File: config.mk
export PLATFORM = sky130hd
export DESIGN_NAME = sal_timing_reg_flat
export DESIGN_NICKNAME = d
export VERILOG_FILES = /design/src/rtl/sal_timing_reg_if.sv /design/src/rtl/sal_timing_reg.sv /design/src/flat_wrapper.sv
export SDC_FILE = /design/constraint.sdc
export NUM_CORES = 1
export LEC_CHECK = 0
export ABC_CLOCK_PERIOD_IN_PS = 7500
export CAP_MARGIN = 40
export CORE_UTILIZATION = 40
export DETAILED_ROUTE_END_ITERATION = 10
export GPL_TIMING_DRIVEN = 1
export SYNTH_ARGS = -nofsm -noshare
export SYNTH_HDL_FRONTEND = slang
export SYNTH_SLANG_ARGS = --single-unit
export TNS_END_PERCENT = 20
File: constraint.sdc
create_clock -name clk -period 7.5 [get_ports clk]
set_clock_uncertainty 0.05 [all_clocks]
set_input_delay 0.75 -clock clk [delete_from_list [all_inputs] [get_ports clk]]
set_output_delay 0.75 -clock clk [all_outputs]
set_load 0.01 [all_outputs]
File: src/rtl/sal_timing_reg_if.sv
// ---------------------------------------------------------------------------
// sal_timing_reg_if
// APB bus bundle for the DRAM timing register block.
//
// Signals:
//   psel     master->slave  select
//   penable  master->slave  access phase
//   pwrite   master->slave  1 = write, 0 = read
//   paddr    master->slave  byte address (8 bits, low two bits ignored)
//   pwdata   master->slave  write data
//   pready   slave->master  transfer complete
//   prdata   slave->master  read data
//   pslverr  slave->master  transfer error
// ---------------------------------------------------------------------------
interface sal_timing_reg_if;
   logic        psel;
   logic        penable;
   logic        pwrite;
   logic [7:0]  paddr;
   logic [31:0] pwdata;
   logic        pready;
   logic [31:0] prdata;
   logic        pslverr;

   modport master (
      output psel, penable, pwrite, paddr, pwdata,
      input  pready, prdata, pslverr
   );

   modport slave (
      input  psel, penable, pwrite, paddr, pwdata,
      output pready, prdata, pslverr
   );
endinterface

File: src/rtl/sal_timing_reg.sv
// ---------------------------------------------------------------------------
// sal_timing_reg
// Double-buffered DRAM timing configuration registers. Software edits the
// shadow copies over APB and then writes COMMIT. The block asks the scheduler
// to quiesce, and once the scheduler acknowledges it copies all four shadows
// into the active images in a single cycle, so the timing interface never
// sees a half-updated set. If the scheduler never acknowledges, the commit
// is abandoned and a sticky timeout flag is raised.
//
// Ports:
//   clk          clock, rising edge
//   rst          asynchronous active-high reset
//   apb          APB slave (psel/penable/pwrite/paddr/pwdata/pready/prdata/pslverr)
//   quiesce_req  request to the scheduler to stop issuing commands
//   quiesce_ack  scheduler reports idle
//   t_cfg0..2    active TIMING0/1/2 images
//   t_lat        active LAT image
//
// Register map (byte addresses):
//   0x00-0x0C  shadow TIMING0/1/2/LAT (RW)
//   0x10       CTRL, bit0 COMMIT (write 1, reads 0)
//   0x14       STATUS: [0] busy, [1] tmo_err (write 1 to clear), [15:8] commit_cnt
//   0x20-0x2C  active TIMING0/1/2/LAT (RO)
// ---------------------------------------------------------------------------
module sal_timing_reg #(
   parameter logic [31:0] RST_T0  = 32'h110A0A13,
   parameter logic [31:0] RST_T1  = 32'h40030745,
   parameter logic [31:0] RST_T2  = 32'h03040301,
   parameter logic [31:0] RST_LAT = 32'h00000604,
   parameter int unsigned QTMO    = 255
) (
   input  logic             clk,
   input  logic             rst,
   sal_timing_reg_if.slave  apb,
   output logic             quiesce_req,
   input  logic             quiesce_ack,
   output logic [31:0]      t_cfg0,
   output logic [31:0]      t_cfg1,
   output logic [31:0]      t_cfg2,
   output logic [31:0]      t_lat
);

   // Only dfi_wren_lat [3:0] and dfi_rden_lat [11:8] exist in LAT.
   localparam logic [31:0] LAT_MASK = 32'h00000F0F;

   // The wait counter only has to reach QTMO-1: the REQ cycle in which it
   // holds that value is the last one spent waiting.
   localparam int CW = (QTMO < 2) ? 1 : $clog2(QTMO);
   localparam logic [CW-1:0] TMO_LAST = (QTMO == 0) ? '0 : CW'(QTMO - 1);

   typedef enum logic [1:0] {
      IDLE,
      REQ,
      APPLY,
      REL
   } state_t;

   state_t        state;
   state_t        state_nxt;
   logic [CW-1:0] wait_cnt;
   logic          apply_en;
   logic          tmo_hit;

   logic [31:0]   sh_t0, sh_t1, sh_t2, sh_lat;
   logic [31:0]   act_t0, act_t1, act_t2, act_lat;
   logic          tmo_err;
   logic [7:0]    commit_cnt;
   logic          busy;
   logic [31:0]   status_val;

   logic [7:0]    addr;
   logic          access;
   logic          mapped;
   logic          read_only;
   logic          cfg_space;
   logic          err;
   logic          wr_ok;
   logic [31:0]   rd_val;

   // Word-aligned address; masking keeps the ignored low bits out of decode.
   assign addr      = apb.paddr & 8'hFC;
   assign access    = apb.psel & apb.penable;
   assign busy      = (state != IDLE);
   assign status_val = {16'h0000, commit_cnt, 6'b000000, tmo_err, busy};

   // Address decode and read mux. Shadows and CTRL form the configuration
   // space that is frozen while a commit is in progress; the active images
   // are read-only; everything else is unmapped.
   always_comb begin
      rd_val    = '0;
      mapped    = 1'b1;
      read_only = 1'b0;
      cfg_space = 1'b0;
      case (addr)
         8'h00: begin rd_val = sh_t0;  cfg_space = 1'b1; end
         8'h04: begin rd_val = sh_t1;  cfg_space = 1'b1; end
         8'h08: begin rd_val = sh_t2;  cfg_space = 1'b1; end
         8'h0C: begin rd_val = sh_lat; cfg_space = 1'b1; end
         8'h10: begin rd_val = '0;     cfg_space = 1'b1; end
         8'h14: rd_val = status_val;
         8'h20: begin rd_val = act_t0;  read_only = 1'b1; end
         8'h24: begin rd_val = act_t1;  read_only = 1'b1; end
         8'h28: begin rd_val = act_t2;  read_only = 1'b1; end
         8'h2C: begin rd_val = act_lat; read_only = 1'b1; end
         default: mapped = 1'b0;
      endcase
   end

   // Error rules: an unmapped address fails either direction; writes also
   // fail on read-only registers and on configuration space while busy.
   assign err   = ~mapped | (apb.pwrite & (read_only | (cfg_space & busy)));
   assign wr_ok = access & apb.pwrite & ~err;

   assign apb.pready  = 1'b1;
   assign apb.pslverr = access & err;
   assign apb.prdata  = (access & ~apb.pwrite & ~err) ? rd_val : '0;

   // State register for the commit handshake.
   always_ff @(posedge clk or posedge rst) begin
      if (rst) begin
         state <= IDLE;
      end else begin
         state <= state_nxt;
      end
   end

   // Commit sequencing. IDLE waits for COMMIT, REQ waits for the scheduler to
   // go quiet (or gives up), APPLY is the single copy cycle, and REL holds
   // off the next commit until the scheduler has seen the request drop.
   always_comb begin
      state_nxt = state;
      apply_en  = 1'b0;
      tmo_hit   = 1'b0;
      case (state)
         IDLE: begin
            if (wr_ok && (addr == 8'h10) && apb.pwdata[0]) begin
               state_nxt = REQ;
            end
         end
         REQ: begin
            if (quiesce_ack) begin
               state_nxt = APPLY;
            end else if (wait_cnt == TMO_LAST) begin
               state_nxt = IDLE;
               tmo_hit   = 1'b1;
            end
         end
         APPLY: begin
            apply_en  = 1'b1;
            state_nxt = REL;
         end
         REL: begin
            if (!quiesce_ack) begin
               state_nxt = IDLE;
            end
         end
         default: state_nxt = IDLE;
      endcase
   end

   assign quiesce_req = (state == REQ) || (state == APPLY);

   // Wait counter restarts every time REQ is entered.
   always_ff @(posedge clk or posedge rst) begin
      if (rst) begin
         wait_cnt <= '0;
      end else if (state == REQ) begin
         wait_cnt <= wait_cnt + 1'b1;
      end else begin
         wait_cnt <= '0;
      end
   end

   // Shadow registers, writable only while idle (enforced through err).
   always_ff @(posedge clk or posedge rst) begin
      if (rst) begin
         sh_t0  <= RST_T0;
         sh_t1  <= RST_T1;
         sh_t2  <= RST_T2;
         sh_lat <= RST_LAT;
      end else if (wr_ok) begin
         case (addr)
            8'h00:   sh_t0  <= apb.pwdata;
            8'h04:   sh_t1  <= apb.pwdata;
            8'h08:   sh_t2  <= apb.pwdata;
            8'h0C:   sh_lat <= apb.pwdata & LAT_MASK;
            default: ;
         endcase
      end
   end

   // Active images move together in APPLY and nowhere else.
   always_ff @(posedge clk or posedge rst) begin
      if (rst) begin
         act_t0  <= RST_T0;
         act_t1  <= RST_T1;
         act_t2  <= RST_T2;
         act_lat <= RST_LAT;
      end else if (apply_en) begin
         act_t0  <= sh_t0;
         act_t1  <= sh_t1;
         act_t2  <= sh_t2;
         act_lat <= sh_lat;
      end
   end

   // Status bookkeeping. A timeout in the same cycle as a clear wins, so a
   // fresh failure is never lost.
   always_ff @(posedge clk or posedge rst) begin
      if (rst) begin
         tmo_err    <= 1'b0;
         commit_cnt <= '0;
      end else begin
         if (tmo_hit) begin
            tmo_err <= 1'b1;
         end else if (wr_ok && (addr == 8'h14) && apb.pwdata[1]) begin
            tmo_err <= 1'b0;
         end
         if (apply_en) begin
            commit_cnt <= commit_cnt + 8'd1;
         end
      end
   end

   assign t_cfg0 = act_t0;
   assign t_cfg1 = act_t1;
   assign t_cfg2 = act_t2;
   assign t_lat  = act_lat;

endmodule

File: src/flat_wrapper.sv
// flat-port wrapper written by rule: the top's interface ports become plain ports
module sal_timing_reg_flat 
#(
   parameter logic [31:0] RST_T0  = 32'h110A0A13,
   parameter logic [31:0] RST_T1  = 32'h40030745,
   parameter logic [31:0] RST_T2  = 32'h03040301,
   parameter logic [31:0] RST_LAT = 32'h00000604,
   parameter int unsigned QTMO    = 255
)
  (clk, rst, quiesce_req, quiesce_ack, t_cfg0, t_cfg1, t_cfg2, t_lat, apb_psel, apb_penable, apb_pwrite, apb_paddr, apb_pwdata, apb_pready, apb_prdata, apb_pslverr);
  sal_timing_reg_if apb_i ();
  input  logic clk;
  input  logic rst;
  output logic quiesce_req;
  input  logic quiesce_ack;
  output logic [31:0] t_cfg0;
  output logic [31:0] t_cfg1;
  output logic [31:0] t_cfg2;
  output logic [31:0] t_lat;
  input wire logic [$bits(apb_i.psel)-1:0] apb_psel;
  input wire logic [$bits(apb_i.penable)-1:0] apb_penable;
  input wire logic [$bits(apb_i.pwrite)-1:0] apb_pwrite;
  input wire logic [$bits(apb_i.paddr)-1:0] apb_paddr;
  input wire logic [$bits(apb_i.pwdata)-1:0] apb_pwdata;
  output wire logic [$bits(apb_i.pready)-1:0] apb_pready;
  output wire logic [$bits(apb_i.prdata)-1:0] apb_prdata;
  output wire logic [$bits(apb_i.pslverr)-1:0] apb_pslverr;
  assign apb_i.psel = apb_psel;
  assign apb_i.penable = apb_penable;
  assign apb_i.pwrite = apb_pwrite;
  assign apb_i.paddr = apb_paddr;
  assign apb_i.pwdata = apb_pwdata;
  assign apb_pready = apb_i.pready;
  assign apb_prdata = apb_i.prdata;
  assign apb_pslverr = apb_i.pslverr;
  sal_timing_reg #(.RST_T0(RST_T0), .RST_T1(RST_T1), .RST_T2(RST_T2), .RST_LAT(RST_LAT), .QTMO(QTMO)) u_core (.clk(clk), .rst(rst), .apb(apb_i), .quiesce_req(quiesce_req), .quiesce_ack(quiesce_ack), .t_cfg0(t_cfg0), .t_cfg1(t_cfg1), .t_cfg2(t_cfg2), .t_lat(t_lat));
endmodule
### Word-level counts from Yosys, hierarchy flattened

Cells that the tools add are included.

* register bits after elaboration: 227
* input port bits: 46
* output and inout bits: 163
* logic and storage cells: 77

* add/sub/neg operators: 2
* equality and inequality tests: 16
* multiplexer cells: 17
* bitwise logic cells: 13
* reductions and logical operators: 17

Operators by type and width (number)
* $pmux 32 s9: 1
* $mux 32: 1
* $eq 6x4->1 const B: 4
* $add 8x1->8 const B: 2
* $eq 6x2->1 const B: 2
* $eq 6x3->1 const B: 2
* $reduce_or 10->1: 1
* $mux 1: 9
* $and 1x1->1: 8
* $eq 8x8->1 const B: 1
* $logic_not 8->1: 1
* $mux 2: 4
* $mux 8: 1
* $pmux 2 s4: 1
* $reduce_and 2->1: 4
* $eq 6x1->1 const B: 1
* $reduce_or 5->1: 1
* $eq 2x2->1 const B: 2
* $logic_and 1x1->1: 4
* $reduce_bool 2->1: 2
* $reduce_or 4->1: 1
* $ne 3x2->1 const B: 1
* $not 1->1: 3
* $reduce_and 3->1: 1
* other kinds (6): 7

### Logic depth before layout (Yosys ltp)

* depth after elaboration: 13
* depth in mapped cells: 8

### Worst setup path after synthesis

No wires, ideal clock.

* kind: input to output
* from: input port apb_paddr[5]
* to: output port apb_prdata[22]
* arrival time: 2.413 ns
* required time: 6.700 ns
* slack: 4.287 ns
* stages: 8
* path buffers: 4
* path through: buf_4 -> or4_1 -> buf_4 -> nor2_2 -> buf_4 -> buf_2 -> a22oi_1 -> a31oi_1

* word-level cells in the longest chain between the ends: 10

Ends and longest elaborated chain
* from (decl): RTL line flat_wrapper.sv:23 `input wire logic [$bits(apb_i.paddr)-1:0] apb_paddr;`
* $eq 6x1->1, or another cell as far along: RTL line sal_timing_reg.sv:94 `case (addr)`
* $reduce_or 5->1 (no source line)
* $mux 1: RTL line sal_timing_reg.sv:94
* $and 1x1->1: RTL line sal_timing_reg.sv:111 `assign err = ~mapped | (apb.pwrite & (read_only | (cfg_space & busy)));`
* $or 1x1->1: RTL line sal_timing_reg.sv:111
* $and 1x1->1: RTL line sal_timing_reg.sv:111
* $or 1x1->1: RTL line sal_timing_reg.sv:111
* $not 1->1: RTL line sal_timing_reg.sv:116 `assign apb.prdata = (access & ~apb.pwrite & ~err) ? rd_val : '0;`
* $and 1x1->1: RTL line sal_timing_reg.sv:116
* $mux 32 (*): RTL line sal_timing_reg.sv:116
* to (decl): RTL line flat_wrapper.sv:26 `output wire logic [$bits(apb_i.prdata)-1:0] apb_prdata;`

Every way passes the cells marked *; elsewhere a longest branch is shown, timed or not.

### Worst setup path after layout

* from: input port apb_paddr[3]
* to: output port apb_prdata[3]

Same word-level chain as after synthesis.

==> flow_metrics.tcl <==
set metrics [dict create \
    status "finished, final reports clean" \
    ios 209 \
    clock_path_buffers 3 \
    r2r_end "u_core.sh_t0[20]$_DFFE_PP0P_" \
    yosysSeqAreaShare 0.549 \
    end_kind "output pin" \
    slowest_stage "clkdlybuf4s50_1" \
    synth_common_cells "175 x mux2_2, 173 x dfrtp_1, 79 x a22oi_1, 54 x dfstp_2, 34 x buf_4" \
    worstSkewPairLatency_ns 0.51 \
    powerDensity_mw_per_mm2 219 \
    grt_usage 0.215 \
    cts_tree "yes" \
    drt_pass1_iterations 5 \
    vdd_ir_drop_max_v 0.000127 \
    setup_ws_ns 2.15 \
    clk_pin_slew_ns 0.06 \
    htree_num_levels 1 \
    hp-start "u_core.commit_cnt[7]$_DFFE_PP0P_" \
    grt_pass1_wl_um 44100 \
    grt_overflow 0 \
    area_growth_pct 27.7 \
    numCtsBuffers 25 \
    initial_utilization 0.412 \
    reg2reg_slack_ns 4.52 \
    rsz0062_at_grt "false" \
    post-synth-top-area-cell "dfrtp_1" \
    max-slew-margin-rel 0.468 \
    hold_class "register to register" \
    min_to "u_core.commit_cnt[7]$_DFFE_PP0P_" \
    synth-main-ff-cell "dfrtp_1" \
    synth_most_common_cell "mux2_2" \
    finalSetupViolations 0 \
    timing.fmax_mhz 187 \
    route.detailed.drc 0 \
    required_ns 6.70 \
    holdPathStages 1 \
    vias 7131 \
    holdWs_ns 0.425 \
    slowest_delay_ns 0.79 \
    reg2reg_from "u_core.state[0]$_DFFE_PP0P_" \
    fin_setup_tns_ns 0 \
    pre_cts_slack_ns 2.23 \
    max_cap_violations 0 \
    ys_types 54 \
    synth-seq-cells 227 \
    drive_above_1_share 0.329 \
    p_leak_uw 0.00582 \
    syn_inst 769 \
    die_x_um 164 \
    finalHoldViolCount 0 \
    drt_iter0_drc 386 \
    path_buf_inv 3 \
    routedWlPerCell_um 21.9 \
    max_slew.worst_pin.slew_ns 0.798 \
    grt_pass1_vias 7263 \
    slew_viol_final 0 \
    period_needed_ns 5.35 \
    worstRegToRegCells 8 \
    routed_via_density 5.53 \
    postRouteAntennaNets 0 \
    io_buffers 181 \
    ys_warn_count 0 \
    worstSetupStartpointType "primary input" \
    finalNetCount 993 \
    async_flop_share 1.00 \
    crit_path_cell_trace "clkdlybuf4s50_1 -> nand2b_1 -> nor3_1 -> and2_1 -> o21ai_4 -> buf_4 -> a31oi_1 -> clkdlybuf4s50_1" \
    netlist_top_cells_area "dfrtp_1 41%, mux2_2 19%, dfstp_2 14%" \
    path_class "primary input to output pin" \
    arrival_ns 4.55 \
    syn_area_per_cell_um2 13.6 \
    finalWirelength_um 28200 \
    cts_root_buf "clkbuf_16" \
    period_share 0.713 \
    cts_resized 0 \
    routabilityCongestion 0.828 \
    core_mm2 0.0254 \
    clkSinkCount 227 \
    post_cts_buffers 0 \
    critical-path-top-delay-family "buffers and inverters" \
    place_hpwl_um 18000 \
    crit_fanout 23 \
    synth-edff-count 0 \
    netlist.area_leader.share 0.414 \
    cts_hold_buf 0 \
    cpMostUsedCell "clkdlybuf4s50_1" \
    grt_start_max_net_pins 114 \
    die_area_mm2 0.0268 \
    antenna_found_initial 2 \
    synth.cell_area_mm2 0.0105 \
    die_y_um 164 \
    core.rowCount 58 \
]
## kinds of logic (layout without fill, tap and decap cells)
family	Yosys count	count (layout)	synth area share
multiplexers	217	217	0.241
AND/OR/NAND/NOR	75	75	0.0413
other	2	27	0.000718
buffers and inverters	77	243	0.0440
adder cells (fa/ha/maj)	7	7	0.00837
AO/OA/AOI/OAI	151	151	0.104
XOR/XNOR	13	13	0.0109
flip-flops	227	227	0.549
## cells in the final DEF (no fill, tap or decap), types with 6 or more instances in the layout
cell type / instances
a31oi_1: 28
mux2_1: 10
xnor2_1: 9
a21oi_1: 9
nand3_1: 7
clkdlybuf4s50_1: 181
ha_1: 6
o21ai_0: 7
a22oi_1: 79
buf_4: 8
nor2_1: 11
and2_1: 8
clkbuf_16: 25
mux2_4: 24
a22o_1: 7
a221oi_1: 7
conb_1: 25
clkbuf_1: 10
mux2_2: 175
dfstp_2: 54
dfrtp_1: 173
nand2_1: 16
mux2i_1: 8
## layer usage
metal | share of wire | global-route usage | vias up
li1 | - | - | 3170
met1 | 0.44 | 0.300 | 3698
met2 | 0.48 | 0.350 | 231
met3 | 0.058 | 0.0343 | 32
met4 | 0.018 | 0.0547 | 0
met5 | 0 | 0 | -
## registers in the layout, indices dropped and copies added (netlist names), named ones only
signal / flops
u_core.commit_cnt: 8
u_core.sh_lat: 8
u_core.sh_t0: 32
u_core.sh_t1: 32
u_core.sh_t2: 32
u_core.state: 1
u_core.t_cfg0: 32
u_core.t_cfg1: 32
u_core.t_cfg2: 32
u_core.t_lat: 8
u_core.tmo_err: 1
u_core.wait_cnt: 8
## metrics by stage
step	total power (uW)	std cells	instance area (um^2)	util
4_1_cts	2960	1288	13400	0.526
3_3_place_gp	1710	1238	12400	0.490
5_1_grt	3030	1289	13400	0.526
6_report	2920	1290	13400	0.526
3_5_place_dp	1720	1243	12500	0.494
2_1_floorplan	1560	792	10500	-
## report_power, final
part | leakage [uW] | switching [uW] | internal [uW]
combinational | 0.00246 | 198 | 173
clock | 0.000396 | 488 | 738
sequential | 0.00296 | 48.8 | 1280
total | 0.00582 | 735 | 2190
## layout make-up
| cell class | instances | area (um^2) |
|---|---|---|
| multi-input cells | 488 | 4390 |
| fillers | 2271 | 12000 |
| well taps | 330 | 413 |
| inverters | 4 | 22.5 |
| diodes | 2 | 5.00 |
| clock buffers | 37 | 691 |
| clock inverters | 8 | 115 |
| repair buffers | 194 | 1970 |
| flip-flops and latches | 227 | 5750 |
## worst max-delay path by stage
stage,slack (ns),startpoint,end,cells past startpoint
5_1_grt,1.94,apb_paddr[2],apb_prdata[3],8
2_1_floorplan,0.57,rst,asynchronous set/reset pin,1
3_5_place_dp,2.23,apb_paddr[3],apb_prdata[25],8
6_report,2.15,apb_paddr[3],apb_prdata[3],8
4_1_cts,2.21,apb_paddr[3],apb_prdata[25],8
3_3_place_gp,2.20,apb_paddr[3],apb_prdata[5],8
(Power assumes the default switching activity.)
